### src/rtl/anim_bird_sprite_if.sv
// Pixel/ROM render bus between the bird sprite, its sprite ROM and the VGA mixer.
// The master side drives the scan position and ROM data; the slave (sprite) returns address and pixel.
interface anim_bird_sprite_if #(
  parameter int X_W    = 10,
  parameter int Y_W    = 10,
  parameter int ROM_AW = 13
);
  logic [X_W-1:0]    x;
  logic [Y_W-1:0]    y;
  logic [ROM_AW-1:0] rom_addr;
  logic [11:0]       rom_data;
  logic              valid;
  logic [11:0]       color;

  modport master (output x, y, rom_data, input rom_addr, valid, color);
  modport slave  (input x, y, rom_data, output rom_addr, valid, color);
endinterface

### src/rtl/anim_bird_sprite.sv
// Animated bird sprite: sub-pixel gravity physics, N-frame wing animation, 2-cycle ROM render pipe.
// Optional BIRD_NO_FALL_EN adds a no_fall input that freezes y/vel while flying (debug hover).
module anim_bird_sprite #(
  parameter int          X_W        = 10,
  parameter int          Y_W        = 10,
  parameter int          BIRD_X     = 0,
  parameter int          Y_INIT     = 240,
  parameter int          BIRD_W     = 40,
  parameter int          BIRD_H     = 45,
  parameter int          SCREEN_H   = 480,
  parameter int          FRAC_W     = 4,
  parameter int          VEL_W      = 8,
  parameter int          GRAVITY    = 6,
  parameter int          FLAP_VEL   = -48,
  parameter int          VMAX       = 96,
  parameter int          N_FRAMES   = 3,
  parameter int          ANIM_TICKS = 6,
  parameter logic [11:0] KEY_COLOR  = 12'h0F0,
  parameter int          ROM_AW     = 13
) (
  input  logic                 clk,
  input  logic                 rst,
  input  logic                 tick,
  input  logic                 run,
  input  logic                 flap,
  input  logic                 hit,
`ifdef BIRD_NO_FALL_EN
  input  logic                 no_fall,
`endif
  anim_bird_sprite_if.slave    pix,
  output logic                 out_of_bound,
  output logic [Y_W-1:0]       y_pos,
  output logic [1:0]           bstate
);
  localparam int YW = Y_W + FRAC_W + 1;
  localparam int FW = (N_FRAMES > 1) ? $clog2(N_FRAMES) : 1;
  localparam int AW = (ANIM_TICKS > 1) ? $clog2(ANIM_TICKS) : 1;

  localparam logic signed [YW-1:0]    YInit     = YW'(Y_INIT * (2 ** FRAC_W));
  localparam logic signed [YW-1:0]    YGround   = YW'((SCREEN_H - BIRD_H) * (2 ** FRAC_W));
  localparam logic signed [VEL_W-1:0] VFlap     = VEL_W'(FLAP_VEL);
  localparam logic signed [VEL_W-1:0] VMax      = VEL_W'(VMAX);
  localparam logic signed [VEL_W:0]   VMaxW     = (VEL_W + 1)'(VMAX);
  localparam logic signed [VEL_W:0]   VGrav     = (VEL_W + 1)'(GRAVITY);
  localparam logic [FW-1:0]           FrameLast = FW'(N_FRAMES - 1);
  localparam logic [AW-1:0]           AnimLast  = AW'(ANIM_TICKS - 1);

  typedef enum logic [1:0] {
    StReady    = 2'd0,
    StFly      = 2'd1,
    StFalling  = 2'd2,
    StGrounded = 2'd3
  } state_e;

  state_e                   state_q;
  logic signed [YW-1:0]     y_q;
  logic signed [VEL_W-1:0]  vel_q;
  logic [FW-1:0]            frame_q;
  logic [AW-1:0]            anim_cnt_q;
  logic                     flap_pend_q;
  logic                     inbox_q;

  logic signed [YW-1:0]     y_sum, y_tick;
  logic signed [VEL_W:0]    vel_wide;
  logic signed [VEL_W-1:0]  vel_grav;
  logic                     ground, hover, anim_en;
  int                       dx, dy, addr_full;
  logic                     inbox;

  assign y_pos  = y_q[Y_W+FRAC_W-1:FRAC_W];
  assign bstate = state_q;

`ifdef BIRD_NO_FALL_EN
  assign hover = no_fall && (state_q == StFly);
`else
  assign hover = 1'b0;
`endif

  always_comb begin
    y_sum    = y_q + YW'(vel_q);
    y_tick   = y_sum[YW-1] ? '0 : y_sum;
    // y_tick is never negative, so comparing sub-pixel values equals comparing integer rows
    ground   = (y_tick >= YGround);
    vel_wide = $signed({vel_q[VEL_W-1], vel_q}) + VGrav;
    vel_grav = (vel_wide > VMaxW) ? VMax : vel_wide[VEL_W-1:0];
    anim_en  = tick && (!run || state_q == StReady || state_q == StFly);
  end

  always_comb begin
    dx        = 32'(pix.x) - BIRD_X;
    dy        = 32'(pix.y) - 32'(y_pos);
    inbox     = (dx >= 0) && (dx < BIRD_W) && (dy >= 0) && (dy < BIRD_H);
    addr_full = 32'(frame_q) * BIRD_W * BIRD_H + dx + dy * BIRD_W;
    pix.rom_addr = inbox ? addr_full[ROM_AW-1:0] : '0;
  end

  always_ff @(posedge clk) begin
    if (rst) begin
      state_q      <= StReady;
      y_q          <= YInit;
      vel_q        <= '0;
      frame_q      <= '0;
      anim_cnt_q   <= '0;
      flap_pend_q  <= 1'b0;
      out_of_bound <= 1'b0;
      inbox_q      <= 1'b0;
      pix.valid    <= 1'b0;
      pix.color    <= '0;
    end else begin
      if (anim_en) begin
        if (anim_cnt_q == AnimLast) begin
          anim_cnt_q <= '0;
          frame_q    <= (frame_q == FrameLast) ? '0 : frame_q + 1'b1;
        end else begin
          anim_cnt_q <= anim_cnt_q + 1'b1;
        end
      end

      // A pending flap survives only while flying and is consumed by the next tick
      flap_pend_q <= run && (state_q == StFly) && !hover && (flap || (flap_pend_q && !tick));

      if (!run) begin
        state_q      <= StReady;
        y_q          <= YInit;
        vel_q        <= '0;
        out_of_bound <= 1'b0;
      end else begin
        unique case (state_q)
          StReady: if (tick) state_q <= StFly;
          StFly, StFalling: begin
            if (tick && !hover) begin
              vel_q <= (state_q == StFly && flap_pend_q && !hit) ? VFlap : vel_grav;
              if (ground) begin
                y_q          <= YGround;
                out_of_bound <= 1'b1;
                state_q      <= StGrounded;
              end else begin
                y_q <= y_tick;
                if (hit) state_q <= StFalling;
              end
            end else if (hit) begin
              state_q <= StFalling;
            end
          end
          default: ;
        endcase
      end

      inbox_q   <= inbox;
      pix.valid <= inbox_q && (pix.rom_data != KEY_COLOR);
      pix.color <= (inbox_q && (pix.rom_data != KEY_COLOR)) ? pix.rom_data : '0;
    end
  end
endmodule

### src/flat_wrapper.sv
// flat-port wrapper written by rule: the top's interface ports become plain ports
module anim_bird_sprite_flat 
#(
  parameter int          X_W        = 10,
  parameter int          Y_W        = 10,
  parameter int          BIRD_X     = 0,
  parameter int          Y_INIT     = 240,
  parameter int          BIRD_W     = 40,
  parameter int          BIRD_H     = 45,
  parameter int          SCREEN_H   = 480,
  parameter int          FRAC_W     = 4,
  parameter int          VEL_W      = 8,
  parameter int          GRAVITY    = 6,
  parameter int          FLAP_VEL   = -48,
  parameter int          VMAX       = 96,
  parameter int          N_FRAMES   = 3,
  parameter int          ANIM_TICKS = 6,
  parameter logic [11:0] KEY_COLOR  = 12'h0F0,
  parameter int          ROM_AW     = 13
)
  (clk, rst, tick, run, flap, hit, out_of_bound, y_pos, bstate, pix_x, pix_y, pix_rom_data, pix_rom_addr, pix_valid, pix_color);
  anim_bird_sprite_if #(.X_W(X_W), .Y_W(Y_W), .ROM_AW(ROM_AW)) pix_i ();
  input  logic clk;
  input  logic rst;
  input  logic tick;
  input  logic run;
  input  logic flap;
  input  logic hit;
  output logic out_of_bound;
  output logic [Y_W-1:0] y_pos;
  output logic [1:0] bstate;
  input wire logic [$bits(pix_i.x)-1:0] pix_x;
  input wire logic [$bits(pix_i.y)-1:0] pix_y;
  input wire logic [$bits(pix_i.rom_data)-1:0] pix_rom_data;
  output wire logic [$bits(pix_i.rom_addr)-1:0] pix_rom_addr;
  output wire logic [$bits(pix_i.valid)-1:0] pix_valid;
  output wire logic [$bits(pix_i.color)-1:0] pix_color;
  assign pix_i.x = pix_x;
  assign pix_i.y = pix_y;
  assign pix_i.rom_data = pix_rom_data;
  assign pix_rom_addr = pix_i.rom_addr;
  assign pix_valid = pix_i.valid;
  assign pix_color = pix_i.color;
  anim_bird_sprite #(.X_W(X_W), .Y_W(Y_W), .BIRD_X(BIRD_X), .Y_INIT(Y_INIT), .BIRD_W(BIRD_W), .BIRD_H(BIRD_H), .SCREEN_H(SCREEN_H), .FRAC_W(FRAC_W), .VEL_W(VEL_W), .GRAVITY(GRAVITY), .FLAP_VEL(FLAP_VEL), .VMAX(VMAX), .N_FRAMES(N_FRAMES), .ANIM_TICKS(ANIM_TICKS), .KEY_COLOR(KEY_COLOR), .ROM_AW(ROM_AW)) u_core (.clk(clk), .rst(rst), .tick(tick), .run(run), .flap(flap), .hit(hit), .pix(pix_i), .out_of_bound(out_of_bound), .y_pos(y_pos), .bstate(bstate));
endmodule
### config.mk
export PLATFORM = sky130hd
export DESIGN_NAME = anim_bird_sprite_flat
export DESIGN_NICKNAME = d
export VERILOG_FILES = /design/src/rtl/anim_bird_sprite_if.sv /design/src/rtl/anim_bird_sprite.sv /design/src/flat_wrapper.sv
export SDC_FILE = /design/constraint.sdc
export NUM_CORES = 1
export LEC_CHECK = 0
export CAP_MARGIN = 20
export CORE_MARGIN = 5
export CORE_UTILIZATION = 48
export CTS_CLUSTER_SIZE = 20
export DETAILED_ROUTE_END_ITERATION = 8
export HOLD_SLACK_MARGIN = 0.03
export PLACE_DENSITY = 0.81
export SYNTH_ARGS = -nofsm -noshare
export SYNTH_HDL_FRONTEND = slang
export SYNTH_SLANG_ARGS = --single-unit
### constraint.sdc
create_clock -name clk -period 6.75 [get_ports clk]
set_clock_uncertainty 0.2 [all_clocks]
set_input_delay 1.6875 -clock clk [delete_from_list [all_inputs] [get_ports clk]]
set_output_delay 1.6875 -clock clk [all_outputs]
set_load 0.005 [all_outputs]
-- Word-level counts from Yosys, hierarchy flattened
Cells that the tools add are included.
- divide/modulo/power cells: 0
- bitwise logic cells: 2
- $lt $le $gt $ge: 6
- add/subtract/negate cells: 7
- multipliers: 3
- reduce and logical (&&, ||, !) cells: 25
- eq/ne operators: 6
- shift operators: 0
- mux-type cells: 12
- operators with widths (kind ; number):
    $ge 32x1->1 const B ; 1
    $lt 32x7->1 const B ; 1
    $mul 32x3->10 const B ; 1
    $mux 8 ; 2
    $add 15x8->15 ; 1
    $ge 15x14->1 const B ; 1
    $mux 15 ; 1
    $mux 14 ; 1
    $add 13x10->13 ; 1
    $add 13x13->13 ; 1
    $mux 13 ; 1
    $ne 12x8->1 const B ; 1
    $sub 10x10->11 ; 1
    $ge 10x1->1 const B ; 1
    $logic_and 1x1->1 ; 10
    $lt 10x6->1 const B ; 1
    $mul 5x6->10 const B ; 1
    $mux 2 ; 5
    $add 8x4->9 const B ; 1
    $gt 9x8->1 const B ; 1
    $reduce_and 2->1 ; 3
    $reduce_or 2->1 ; 3
    $mul 2x3->5 const B ; 1
    $eq 2x2->1 const B ; 2
    other kinds (13) ; 18
- memory bits (read-only): 0
- word-level logic and storage cells: 71
- memory bits (writable): 0
- bits in latches: 0
- register bits: 46
- memories: 0

-- Logic depth before layout (Yosys ltp)
- depth in word-level cells: 6
- mapped depth: 21

-- Worst setup path after synthesis
Ideal clock, no wire load.
- kind: input -> output
- from: input port pix_y[0]
- to: output port pix_rom_addr[12]
- stages: 20
- buffers on the path: 0
- data arrival time: 5.395 ns
- data required time: 4.862 ns
- slack: -0.533 ns
- cell sequence: inv_1 ha_1 fa_1 nor2b_4 o21ai_2 a21boi_2 nor2_1 ha_1 fa_1 inv_1 fa_1 inv_1 ha_1 a21oi_1 o21bai_1 a21oi_1 o21ai_0 xnor2_1 nand2_1 nor2_1
- longest elaborated chain between the ends: 5
- elaborated cells between the ends (all ways): 8
- ends and longest elaborated chain (item ; line ; RTL):
    start: declaration ; flat_wrapper.sv:33 ; input wire logic [$bits(pix_i.y)-1:0] pix_y;
    $sub 10x10->11 * ; anim_bird_sprite.sv:91 ; dy = 32'(pix.y) - 32'(y_pos);
    parallel branches: the longest is 3 deep, another holds $mul 32x3->10 ; -- ;
    $mux 13 * ; anim_bird_sprite.sv:94 ; pix.rom_addr = inbox ? addr_full[ROM_AW-1:0] : '0;
    end: declaration ; flat_wrapper.sv:35 ; output wire logic [$bits(pix_i.rom_addr)-1:0] pix_rom_addr;
Mark *: on every way between the ends.

-- Worst setup path in the final report
- from: input port pix_y[0]
- to: output port pix_rom_addr[10]
The elaborated chain is that of the path after synthesis.

==> impl_metrics.tcl <==
set metrics [dict create \
    drive_gt1_share_pct 23.3 \
    ys_types 72 \
    netlist_top_cells_count "ha_1, dfxtp_1, inv_1, nor2_1, nand2_1" \
    syn_to_final_growth_pct 41.2 \
    synthCells 489 \
    grt_max_degree 17 \
    synth.top_cells.by_area "dfxtp_1, ha_1, inv_1" \
    cts_sinks 43 \
    wl_per_cell_um 16.9 \
    hp-start "u_core.out_of_bound$_SDFFE_PP0P_" \
    fin_util_pct 70.1 \
    gp_congestion 0.899 \
    slew_headroom_pct 32.7 \
    syn-num-nets 592 \
    regArea_sq_um 861 \
    cts.htree.levels 2 \
    antennaDiodeCount 0 \
    async_flop_share_pct 0 \
    finalWorstSetupSlack_ps -609 \
    viasPerCell 5.75 \
    crit-reg2reg-launch "u_core.vel_q[7]$_SDFFE_PP0P_" \
    synth_edf_count 0 \
    crit_required_ps 4860 \
    design_area_sq_um 5790 \
    final.fill_count 626 \
    cpLargestDelayFamily "adder cells" \
    crit_path_cell_trace "buf_12 > inv_12 > ha_4 > fa_2 > nor2b_4 > o21ai_2 > nor3b_2 > nor2_2 > ha_4 > fa_1 > inv_2 > fa_1 > inv_2 > ha_4 > a21oi_2 > o21bai_1 > a21oi_2 > buf_4 > xor2_2 > nor3b_2 > buf_2" \
    cp.buffers_inverters 6 \
    drc 0 \
    port_buffers 76 \
    cts_tree "done" \
    cp_max_fo 3 \
    cp-end-kind "output port" \
    cts_hold_buf 0 \
    netlist_area_sq_um 4100 \
    synth.top_cell.area_share_pct 21.0 \
    cp.arrival_ps 5470 \
    cts-root-buf "clkbuf_8" \
    dieArea_sq_um 10500 \
    crit_start "pix_y[0]" \
    r2r_setup_slack_ps 3080 \
    slowest_stage "fa_1" \
    period_share_pct 109 \
    wirelength_mm 12.0 \
    synth_seq_area_share_pct 21.0 \
    drtAntennaViolNets 0 \
    peakVddDrop_mv 0.0987 \
    die_w_um 102 \
    multi_input_area_sq_um 3340 \
    dpl-instance-area_sq_um 5270 \
    violations "setup timing" \
    firstDrtPassIters 6 \
    cellLeakagePower_nw 2.58 \
    dp_hpwl_mm 8.29 \
    clkSlewWorstSetupHoldPaths_ps 80 \
    min_period_ps 7360 \
    crit_type "in -> out" \
    synth_top_area_cell "dfxtp_1" \
    core_area_sq_um 8260 \
    fmax_mhz 136 \
    die_y_um 102 \
    hold_path.class "reg -> reg" \
    drt_iter0_drc 284 \
    grt_pass1_wl_mm 17.5 \
    syn_avg_cell_area_sq_um 8.38 \
    p_per_area_nw_per_um2 167 \
    rsz0062_at_grt "true" \
    finalSetupViolCount 6 \
    hold_viol 0 \
    drv_cap 0 \
    grt-ovfl-total 0 \
    ys_ff_latch 43 \
    io-pin-count 77 \
    grt_usage_pct 20.2 \
    final_nets 708 \
    crit_top_cell "ha_4" \
    ys_warn_count 0 \
    dpl_worst_slack_ps -1470 \
    start_util_pct 49.7 \
    via_count 4085 \
    outcome "finished with violations" \
    grt_pass1_vias 3852 \
    cp-start-kind "input pin" \
    holdWs_ps 246 \
    antenna_found_initial 0 \
    cts_max_path_buffers 2 \
    synth_flop_cell "dfxtp_1" \
    tightestPinTransition_ps 997 \
    synth.most_common_cell "ha_1" \
    clk_latency_ps 300 \
    slew_viol_final 0 \
    crit_path_max_incr_delay_ps 530 \
    rows 33 \
    cts_buffers 5 \
]
## stage by stage
stage               TNS, ps  instances  power (W)
detailed placement   -10870        689   0.000655
finish                -2950        711   0.000969
global route          -4000        711    0.00103
CTS                   -2810        702   0.000899
floorplan              -523        489   0.000521
global placement     -10400        689   0.000641
## layout make-up
class,instances,area share (%)
Clock buffer,5,1.19
Clock inverter,3,0.757
Inverter,43,3.00
Multi-Input combinational cell,381,57.7
Sequential cell,43,14.9
Tap cell,105,2.27
Timing Repair Buffer,131,20.3
## layout by cell type, fill, tap and decap left out, drive strengths merged, types with 3 or more instances in the layout
| cell | count |
|---|---|
| a211oi | 6 |
| a21boi | 5 |
| a21o | 10 |
| a21oi | 31 |
| a22oi | 3 |
| a31oi | 4 |
| and2 | 17 |
| and3 | 4 |
| buf | 63 |
| clkbuf | 5 |
| clkdlybuf4s50 | 62 |
| dfxtp | 43 |
| dlymetal6s2s | 4 |
| fa | 8 |
| ha | 57 |
| inv | 43 |
| nand2 | 37 |
| nand2b | 5 |
| nand3 | 9 |
| nor2 | 44 |
| nor2b | 6 |
| nor3 | 11 |
| nor3b | 12 |
| o21a | 5 |
| o21ai | 22 |
| o21bai | 3 |
| o22ai | 3 |
| o311ai | 5 |
| o31ai | 8 |
| o41ai | 3 |
| xnor2 | 15 |
| xor2 | 12 |
## power by group
| group | switching (W) | internal, W | leakage, nW | total, W |
|---|---|---|---|---|
| sequential | 0.00000375 | 0.000256 | 0.347 | 0.000260 |
| combinational | 0.000227 | 0.000276 | 2.17 | 0.000503 |
| clock | 0.0000951 | 0.000110 | 0.0581 | 0.000205 |
## state kept, by name, summed over array words and instances, names as in the netlist
signal and flops:
u_core.y_q 13, u_core.pix.color 12, u_core.vel_q 7, u_core.anim_cnt_q 3
u_core.bstate 2, u_core.frame_q 2, u_core.flap_pend_q 1, u_core.inbox_q 1
u_core.out_of_bound 1, u_core.pix.valid 1
## worst reg2reg max path: stages (launching register included)
cell       delay [ps]
dfxtp_1           760
ha_1              410
and2_4            190
a221o_1           400
a221o_1           380
a21oi_2           160
a2bb2oi_2         320
a41o_1            510
nand2_1           160
o21ai_0           110
## final timing paths
path                                                    endpoint  cells past startpoint
worst max register to register     u_core.bstate[0]$_SDFFE_PP0P_                      9
worst min-delay path            u_core.out_of_bound$_SDFFE_PP0P_                      2
worst min register to register  u_core.out_of_bound$_SDFFE_PP0P_                      2
worst max-delay path                            pix_rom_addr[10]                     21
## logic make-up (layout without fill, tap and decap cells)
| family | after synthesis | after routing | synth area share [%] |
|---|---|---|---|
| flops | 43 | 43 | 21.0 |
| simple gates | 157 | 157 | 19.9 |
| mux | 2 | 2 | 0.549 |
| xor+xnor | 27 | 27 | 5.77 |
| buf+inv | 65 | 182 | 7.29 |
| fa+ha+maj | 65 | 65 | 21.3 |
| compound gates | 130 | 130 | 24.2 |
## repair_timing
action / CTS / global route
buffers inserted: 6 / 9
pin swaps: 34 / 31
setup endpoints to repair: 13 / 13
gates resized for setup: 55 / 34
## layer usage
| metal | track usage [%] | share of wire (%) |
|---|---|---|
| met5 | 0 | 0 |
| met2 | 38.1 | 51 |
| met3 | 3.07 | 6.3 |
| met4 | 4.04 | 2.2 |
| met1 | 24.0 | 40 |
No activity file was read; power rests on OpenSTA's default activity.
